File: config.mk
export PLATFORM = sky130hd
export DESIGN_NAME = delta_index_encoder
export DESIGN_NICKNAME = d
export VERILOG_FILES = /design/src/rtl/delta_index_encoder.sv
export SDC_FILE = /design/constraint.sdc
export NUM_CORES = 1
export LEC_CHECK = 0
export CAP_MARGIN = 20
export CORE_ASPECT_RATIO = 1.25
export CORE_MARGIN = 3
export CORE_UTILIZATION = 40
export DETAILED_ROUTE_END_ITERATION = 16
export GPL_TIMING_DRIVEN = 0
export PLACE_DENSITY_LB_ADDON = 0.12
export SLEW_MARGIN = 20
export SYNTH_ARGS = -nofsm -noshare
export SYNTH_HDL_FRONTEND = slang
export SYNTH_SLANG_ARGS = --single-unit
File: constraint.sdc
create_clock -name clock -period 4.9 [get_ports clock]
set_input_delay 0.49 -clock clock [delete_from_list [all_inputs] [get_ports clock]]
set_output_delay 0.49 -clock clock [all_outputs]
set_load 0.02 [all_outputs]
File: src/rtl/delta_index_encoder.sv
`default_nettype none
// ============================================================================
// Module   : delta_index_encoder
// Purpose  : Per-input-channel operand encoder. Consumes one channel's
//            weight stream (non-decreasing weights paired with target output
//            indices, optionally interleaved with stall requests) and builds
//            the compressed operand set: a base weight, a delta table of
//            (delta, run length) pairs and an index stream terminated by a
//            stall-flagged zero entry.
// Ports    : clock, reset      - clock, synchronous active-high reset
//            start             - pulse; clears all tables, begins an encode
//            in_valid/in_ready - element handshake (in_ready is state-only)
//            in_weight         - weight, non-decreasing within an encode
//            in_index          - target output index, or stall count on skip
//            in_skip, in_last  - stall request / final element flags
//            weight_val        - first weight of the encode
//            delta_vals/sims   - delta table values and run lengths
//            index_vals        - index stream (MSB = stall flag)
//            done, error       - encode complete / sticky encode error
// Options  : STALL_MERGE_EN - when defined, back-to-back skips fold into the
//            preceding stall entry while the count still fits.
// Revision : 1.0 - initial release
// ============================================================================
module delta_index_encoder #(
   parameter int BIN_LEN       = 8,
   parameter int DELTA_LEN     = 4,
   parameter int DELTA_SIM_LEN = 4,
   parameter int DELTA_NUM     = 8,
   parameter int INDEX_WIDTH   = 8,
   parameter int INDEX_NUM     = 16
) (
   input  logic                                      clock,
   input  logic                                      reset,
   input  logic                                      start,
   input  logic                                      in_valid,
   output logic                                      in_ready,
   input  logic [BIN_LEN-1:0]                        in_weight,
   input  logic [INDEX_WIDTH-2:0]                    in_index,
   input  logic                                      in_skip,
   input  logic                                      in_last,
   output logic [BIN_LEN-1:0]                        weight_val,
   output logic [DELTA_NUM-1:0][DELTA_LEN-1:0]       delta_vals,
   output logic [DELTA_NUM-1:0][DELTA_SIM_LEN-1:0]   delta_sims,
   output logic [INDEX_NUM-1:0][INDEX_WIDTH-1:0]     index_vals,
   output logic                                      done,
   output logic                                      error
);

   localparam int IP_W  = $clog2(INDEX_NUM);
   localparam int DS_W  = $clog2(DELTA_NUM);
   localparam int DC_W  = $clog2(DELTA_NUM + 1);
   localparam int CNT_W = INDEX_WIDTH - 1;

   localparam logic [BIN_LEN:0]       C_DELTA_MAX  = (BIN_LEN + 1)'(2 ** (DELTA_LEN - 1) - 1);
   localparam logic [DELTA_SIM_LEN-1:0] C_SIM_MAX  = {DELTA_SIM_LEN{1'b1}};
   localparam logic [INDEX_WIDTH-1:0] C_TERM       = {1'b1, {CNT_W{1'b0}}};
   localparam logic [IP_W-1:0]        C_LAST_SLOT  = IP_W'(INDEX_NUM - 1);
   localparam logic [DC_W-1:0]        C_DELTA_FULL = DC_W'(DELTA_NUM);

   typedef enum logic [2:0] {
      S_IDLE  = 3'd0,
      S_FIRST = 3'd1,
      S_RUN   = 3'd2,
      S_FLUSH = 3'd3,
      S_DONE  = 3'd4
   } state_t;

   state_t                                  state_q,  state_d;
   logic [IP_W-1:0]                         wptr_q,   wptr_d;
   logic [DC_W-1:0]                         dcnt_q,   dcnt_d;
   logic [BIN_LEN-1:0]                      prev_q,   prev_d;
   logic [BIN_LEN-1:0]                      weight_q, weight_d;
   logic [DELTA_NUM-1:0][DELTA_LEN-1:0]     dvals_q,  dvals_d;
   logic [DELTA_NUM-1:0][DELTA_SIM_LEN-1:0] dsims_q,  dsims_d;
   logic [INDEX_NUM-1:0][INDEX_WIDTH-1:0]   idx_q,    idx_d;
   logic                                    err_q,    err_d;
   logic                                    done_q,   done_d;

   logic                     w_xfer;
   logic [BIN_LEN:0]         w_diff;
   logic [DELTA_LEN-1:0]     w_delta;
   logic                     w_in_range;
   logic [DS_W-1:0]          w_open_slot;
   logic [DS_W-1:0]          w_new_slot;
   logic                     w_match;
   logic                     w_has_room;

`ifdef STALL_MERGE_EN
   logic                     stall_last_q, stall_last_d;
   logic [IP_W-1:0]          w_prev_slot;
   logic [CNT_W:0]           w_merge_sum;
   logic                     w_merge_ok;
`endif

   // Ready depends on state only, never on in_valid.
   assign in_ready = (state_q == S_FIRST) || (state_q == S_RUN);
   assign w_xfer   = in_valid && in_ready;

   // One extra bit so an unsorted (decreasing) weight shows up as negative.
   assign w_diff     = {1'b0, in_weight} - {1'b0, prev_q};
   assign w_delta    = w_diff[DELTA_LEN-1:0];
   assign w_in_range = !w_diff[BIN_LEN] && (w_diff <= C_DELTA_MAX);

   // The open slot is the most recently opened one (dcnt_q - 1).
   assign w_open_slot = DS_W'(dcnt_q - 1'b1);
   assign w_new_slot  = DS_W'(dcnt_q);
   assign w_match     = (dcnt_q != '0) &&
                        (dvals_q[w_open_slot] == w_delta) &&
                        (dsims_q[w_open_slot] != C_SIM_MAX);

   // The last slot is reserved so the terminator always fits.
   assign w_has_room  = (wptr_q < C_LAST_SLOT);

`ifdef STALL_MERGE_EN
   assign w_prev_slot = wptr_q - 1'b1;
   assign w_merge_sum = {1'b0, idx_q[w_prev_slot][CNT_W-1:0]} + {1'b0, in_index};
   // No carry out of the count field means the sum still fits.
   assign w_merge_ok  = stall_last_q && !w_merge_sum[CNT_W];
`endif

   always_comb begin
      state_d  = state_q;
      wptr_d   = wptr_q;
      dcnt_d   = dcnt_q;
      prev_d   = prev_q;
      weight_d = weight_q;
      dvals_d  = dvals_q;
      dsims_d  = dsims_q;
      idx_d    = idx_q;
      err_d    = err_q;
      done_d   = done_q;
`ifdef STALL_MERGE_EN
      stall_last_d = stall_last_q;
`endif

      case (state_q)
         S_IDLE: begin
         end

         S_FIRST, S_RUN: begin
            if (w_xfer) begin
               if (in_skip) begin
                  if (in_index == '0) begin
                     // A zero-length stall is meaningless: drop it.
                     err_d = 1'b1;
                  end
`ifdef STALL_MERGE_EN
                  else if (w_merge_ok) begin
                     idx_d[w_prev_slot] = {1'b1, w_merge_sum[CNT_W-1:0]};
                  end
`endif
                  else if (w_has_room) begin
                     idx_d[wptr_q] = {1'b1, in_index};
                     wptr_d        = wptr_q + 1'b1;
`ifdef STALL_MERGE_EN
                     stall_last_d  = 1'b1;
`endif
                  end else begin
                     err_d = 1'b1;
                  end
               end else if (!w_has_room) begin
                  // Index stream full: consume and discard the element.
                  err_d = 1'b1;
               end else begin
                  idx_d[wptr_q] = {1'b0, in_index};
                  wptr_d        = wptr_q + 1'b1;
                  prev_d        = in_weight;
`ifdef STALL_MERGE_EN
                  stall_last_d  = 1'b0;
`endif
                  if (state_q == S_FIRST) begin
                     // Base weight; no delta slot is opened for it.
                     weight_d = in_weight;
                     state_d  = S_RUN;
                  end else if (!w_in_range) begin
                     err_d = 1'b1;
                  end else if (w_match) begin
                     dsims_d[w_open_slot] = dsims_q[w_open_slot] + 1'b1;
                  end else if (dcnt_q == C_DELTA_FULL) begin
                     err_d = 1'b1;
                  end else begin
                     dvals_d[w_new_slot] = w_delta;
                     dsims_d[w_new_slot] = DELTA_SIM_LEN'(1);
                     dcnt_d              = dcnt_q + 1'b1;
                  end
               end

               if (in_last) begin
                  state_d = S_FLUSH;
               end
            end
         end

         S_FLUSH: begin
            idx_d[wptr_q] = C_TERM;
            done_d        = 1'b1;
            state_d       = S_DONE;
         end

         S_DONE: begin
         end

         default: begin
            state_d = S_IDLE;
         end
      endcase

      // start overrides everything (an element offered in the same cycle is
      // dropped) and clears the tables so the new encode begins from zero.
      if (start) begin
         state_d  = S_FIRST;
         wptr_d   = '0;
         dcnt_d   = '0;
         prev_d   = '0;
         weight_d = '0;
         dvals_d  = '0;
         dsims_d  = '0;
         idx_d    = '0;
         err_d    = 1'b0;
         done_d   = 1'b0;
`ifdef STALL_MERGE_EN
         stall_last_d = 1'b0;
`endif
      end
   end

   always_ff @(posedge clock) begin
      if (reset) begin
         state_q  <= S_IDLE;
         wptr_q   <= '0;
         dcnt_q   <= '0;
         prev_q   <= '0;
         weight_q <= '0;
         dvals_q  <= '0;
         dsims_q  <= '0;
         idx_q    <= '0;
         err_q    <= 1'b0;
         done_q   <= 1'b0;
`ifdef STALL_MERGE_EN
         stall_last_q <= 1'b0;
`endif
      end else begin
         state_q  <= state_d;
         wptr_q   <= wptr_d;
         dcnt_q   <= dcnt_d;
         prev_q   <= prev_d;
         weight_q <= weight_d;
         dvals_q  <= dvals_d;
         dsims_q  <= dsims_d;
         idx_q    <= idx_d;
         err_q    <= err_d;
         done_q   <= done_d;
`ifdef STALL_MERGE_EN
         stall_last_q <= stall_last_d;
`endif
      end
   end

   assign weight_val = weight_q;
   assign delta_vals = dvals_q;
   assign delta_sims = dsims_q;
   assign index_vals = idx_q;
   assign done       = done_q;
   assign error      = err_q;

endmodule
`default_nettype wire

; ---- Yosys cells after proc, flatten, opt, wreduce, memory -nomap -nowiden
; Index checks and enable logic that the tools add are counted.
[op_classes]
n_bitwise = 11
n_mux = 40
n_eq_ne = 25
addsub = 5
magnitude_cmp = 8
reduce_logical = 25
[ops]
columns = operator, count
row1 = 2-to-1 mux 128 bit, 5
row2 = bitwise mux 128 bit, 2
row3 = case mux 128 bit (2 select lines), 1
row4 = bitwise AND 112 bit, 1
row5 = inverter 112 bit, 1
row6 = bitwise mux 32 bit, 2
row7 = 2-to-1 mux 32 bit, 2
row8 = demux 8 bit (select 4 bit), 1
row9 = 2-to-1 mux 4 bit, 7
row10 = bitwise AND 24 bit, 1
row11 = binary-select mux 4 bit (select 3 bit), 2
row12 = demux 4 bit (select 3 bit), 2
row13 = inequality test 3 bit (second input constant), 8
row14 = inverter 24 bit, 1
row15 = inequality test 4 bit (second input constant), 5
row16 = AND reduction 5 bit, 4
row17 = OR 16 bit, 1
row18 = 2-to-1 mux 3 bit, 5
row19 = adder 4 x 1 -> 4 bit (second input constant), 3
row20 = less-or-equal comparator 9 x 3 -> 1 bit (second input constant), 1
row21 = 2-to-1 mux 1 bit, 9
row22 = case mux 3 bit (3 select lines), 1
row23 = subtractor 8 x 8 -> 9 bit, 1
row24 = less-than comparator 3 x 4 -> 1 bit (second input constant), 2
row25 = 30 further kinds, 46
[totals]
wordCells = 154
regBits = 221

; ---- Depth between registers and ports, before layout
[depth]
depth_word = 11
mapped_depth = 18
depth_no_buf = 13

; ---- Worst setup path after synthesis
; Ideal clock, no wire load.
[synth_timing]
path_type = reg2reg
startpoint = register dcnt_q[1]
endpoint = register dsims_q (netlist bit delta_sims[6])
n_path_buf = 5
stages_incl_launch_ff = 18
slack_ns = 0.750
t_required_ns = 4.773
setup_time_ns = 0.127
arrival_time_ns = 4.023
cell_sequence = dfxtp_1 > clkbuf_1 > inv_1 > ha_1 > buf_4 > buf_2 > clkbuf_1 > mux4_2 > nand2_1 > nand2_1 > ha_1 > inv_1 > nor3_1 > nor4_4 > buf_6 > mux2_2 > o211ai_1 > o21ai_0
[synth_between]
elab_chain_len = 8
[synth_lines]
columns = item, line
row1 = "start, declared", 70  ; logic [DC_W-1:0] dcnt_q, dcnt_d;
row2 = "start signal, assigned", 245  ; dcnt_q <= dcnt_d;
row3 = "subtractor 3 x 1 -> 3 bit, or another cell as far along", 105  ; assign w_open_slot = DS_W'(dcnt_q - 1'b1);
row4 = binary-select mux 4 bit (select 3 bit) or logical AND 1 bit (tied branches), "108, 183"
row5 = 2-to-1 mux 4 bit (on tied branches), "108, 183"
row6 = equality test 4 bit or demux 4 bit (select 3 bit) (tied branches), "108, 183"
row7 = logical AND 1 bit or inverter 24 bit (tied branches), n/a
row8 = logical AND 1 bit or bitwise AND 24 bit (tied branches), n/a
row9 = inequality test 2 bit (no line) or 2-to-1 mux 32 bit (tied branches), n/a
row10 = AND reduction 7 bit (no line) or 2-to-1 mux 32 bit (tied branches), n/a
row11 = "end signal, assigned", 249  ; dsims_q <= dsims_d;
row12 = "end, declared", 74  ; logic [DELTA_NUM-1:0][DELTA_SIM_LEN-1:0] dsims_q, dsims_d;
; Several ways; a longest one is shown, not always the timed one. The select of a mux whose other input is x is not followed.
; A chain may end at the register's enable or synchronous reset.

; ---- Worst setup path in the final report
[layout_timing]
startpoint = register dcnt_q[1]
endpoint = register dsims_q (netlist bit delta_sims[25])
; The elaborated chain is that of the path after synthesis.

==> reports/metrics.yaml <==
yosys:
  syn_avg_cell_area_sq_um: 8.75
  syn_nets: 1144
  yosysTopAreaCellShare_pct: 45.7
  yosysTopAreaCell: "dfxtp_1"
  yosysSeqAreaShare_pct: 45.7
  synth_common_cells: "221 x dfxtp_1, 138 x nand2_1, 110 x a21oi_1"
  yosysWarningCount: 0
  ys_top_cells_by_area: "dfxtp_1 46%, mux2i_1 8.3%, a21oi_1 5.7%"
  synthCells: 1106
  yosysUniqueCellTypes: 58
  synthFlopType: "dfxtp_1"
  synth-edff-count: 0
  syn_area_sq_mm: 0.00968
  synth_seq_cells: 221
  yosysMostFrequentCell: "dfxtp_1"
  synthArstFlopShare_pct: 0
timing:
  relSlewSlack_pct: 24.5
  min_period_ns: 4.62
  hold_slack_ns: 0.452
  fin_skew_ns: 0.0106
  finalHoldViolations: 0
  tightest_slew_ns: 1.13
  period_share_pct: 94.2
  rsz0062_at_grt: "no"
  max_freq_mhz: 217
  final-setup-viol-count: 0
  finalMaxSlewViolations: 0
flow_run:
  max_cap_violations: 0
global_routing:
  antenna_found_initial: 0
  grt_overflow: 0
  grt_pass1_wl_microns: 49900
  grt_max_degree: 14
  grt_util_all_layers_pct: 23.5
  grt_pass1_vias: 8706
place:
  dp.cells: 1654
  place.gp.congestion: 0.921
  portBuffers: 223
  hpwl_microns: 23700
  placed_cell_area_sq_mm: 0.0123
hold_path:
  hold_path_class: "reg -> reg"
power_and_ir_drop:
  p_per_area_mw_per_mm2: 292
  vdd_drop_max_mv: 0.232
  p_leak_nw: 4.65
  power_mw: 3.83
finish:
  final_area_sq_mm: 0.0131
  final_layout_size_suffix_gt1_share_pct: 5.68
  nets: 1395
  fill_cells: 2226
  syn_to_final_growth_pct: 35.8
  layout.cells.non_filler: 1698
  final_util_pct: 55.4
  antenna_cells: 0
detailed_routing:
  dr.pass1.iters: 5
  vias: 8946
  drc: 0
  viasPerCell: 5.27
  first_iter_violations: 537
  wl_microns: 32000
  ant_nets: 0
  wire_per_inst_microns: 18.9
die:
  io_pins: 224
  placementRows: 63
  die_area_sq_mm: 0.0261
  die_w_microns: 145
  die-height_microns: 180
  coreArea_sq_mm: 0.0237
  start_util_pct: 40.8
cts:
  cts.reportedPaths.clkPinSlew_ns: 0.06
  root_buffer: "clkbuf_16"
  cts.sinks: 221
  numCtsBuffers: 24
  hold_buffers: 0
  cts_tree: "yes"
  clock_path_buffers: 3
  worst_skew_pair.late_latency_ns: 0.51
  htreeDepth: 1
critical_path:
  worstSetupStartpointType: "flop"
  critPathKind: "reg -> reg"
  cp-end-kind: "flop"
  worstPathArrival_ns: 5.04
  required_ns: 5.33
  path_max_fanout: 10
status:
  status: "complete, no violations"
## layer usage
layer | track usage (%) | wire length [microns]
met1 | 28.4 | 13000
met2 | 41.7 | 15900
met3 | 6.05 | 2370
met4 | 6.39 | 841
met5 | 0 | 0
## per-stage QoR
| stage | TNS [ns] | worst slack, ns |
|---|---|---|
| final | 0 | 0.283 |
| after CTS | 0 | 0.0801 |
| after detailed placement | -2.76 | -0.151 |
| after global routing | 0 | 0.0206 |
| after floorplan | 0 | 0.750 |
| after global placement | -4.08 | -0.205 |
## layout make-up
class                      count  area [sq um]  area share [%]
sequential                   221          4420            33.7
tap                          325           407            3.09
clock buffer                  39           728            5.54
inverter                      24          90.1           0.686
buffer                        86           358            2.72
clock inverter                 3          65.1           0.495
timing repair buffer         225          2250            17.1
multi-input combinational    775          4820            36.7
## worst paths after layout
path	from	endpoint	slack [ns]	cells after the start
setup / recovery	dcnt_q[1]	delta_sims[25]	0.28	17
hold reg to reg	index_vals[13]	index_vals[13]	0.45	2
hold / removal	index_vals[13]	index_vals[13]	0.45	2
setup reg to reg	dcnt_q[1]	delta_sims[25]	0.28	17
## flip-flops by register name, indices dropped and copies added (netlist names)
register	flops
weight_val	8
done	1
index_vals	128
error	1
delta_vals	32
dcnt_q	4
wptr_q	4
prev_q	8
state_q	3
delta_sims	32
## report_power, final
group	switching, mW	leakage, nW	internal [mW]	total (mW)
combinational	0.127	2.48	0.0599	0.187
sequential	0.00312	1.78	1.80	1.80
clock	0.725	0.387	1.11	1.84
total	0.856	4.65	2.97	3.83
## cells in the final DEF (no fill, tap or decap), types with 4 or more instances in the layout
cell and n:
a211oi_1 12, a21oi_1 110, a2bb2o_1 4, a31oi_1 4
and2_1 18, and3_1 4, buf_1 5, buf_2 4
buf_4 6, clkbuf_1 80, clkbuf_16 25, clkbuf_8 5
clkdlybuf4s50_1 223, dfxtp_1 221, ha_1 16, inv_1 23
mux2_2 4, mux2i_1 80, mux4_2 12, nand2_1 138
nand2b_1 7, nand3_1 98, nand3b_1 6, nand4_1 7
nor2_1 108, nor2b_1 13, nor3_1 12, nor3b_1 6
o211ai_1 19, o21a_1 10, o21ai_0 25, o21ai_1 9
xnor2_1 8, xor2_1 5
## repair_timing
action,4_1_cts,5_1_grt
pin swaps,1,0
setup buffers,2,0
gates resized for setup,0,2
endpoints found under the setup margin,31,30
## worst max-delay path, stage by stage, from the launching register on
cell and delay [ns]:
dfxtp_1 0.33, clkbuf_1 0.33, inv_1 0.23, ha_1 0.33, buf_4 0.19, buf_2 0.33
clkbuf_1 0.45, mux4_2 0.57, nand2_1 0.08, nand2_1 0.08, ha_1 0.21, inv_1 0.07
nor3_2 0.07, nor4_4 0.31, buf_4 0.26, mux2i_1 0.45, o211ai_1 0.12, o21ai_0 0.11
## cell families (layout without fill, tap and decap cells)
group / after synthesis / after routing / synth area share (%)
fa+ha+maj: 17 / 17 / 2.28
flops: 221 / 221 / 45.7
compound gates: 208 / 208 / 12.6
buf+inv: 110 / 377 / 4.63
mux: 96 / 96 / 11.5
simple gates: 439 / 439 / 21.7
xor+xnor: 15 / 15 / 1.59
Note: power is estimated with default switching activity, not from simulation.
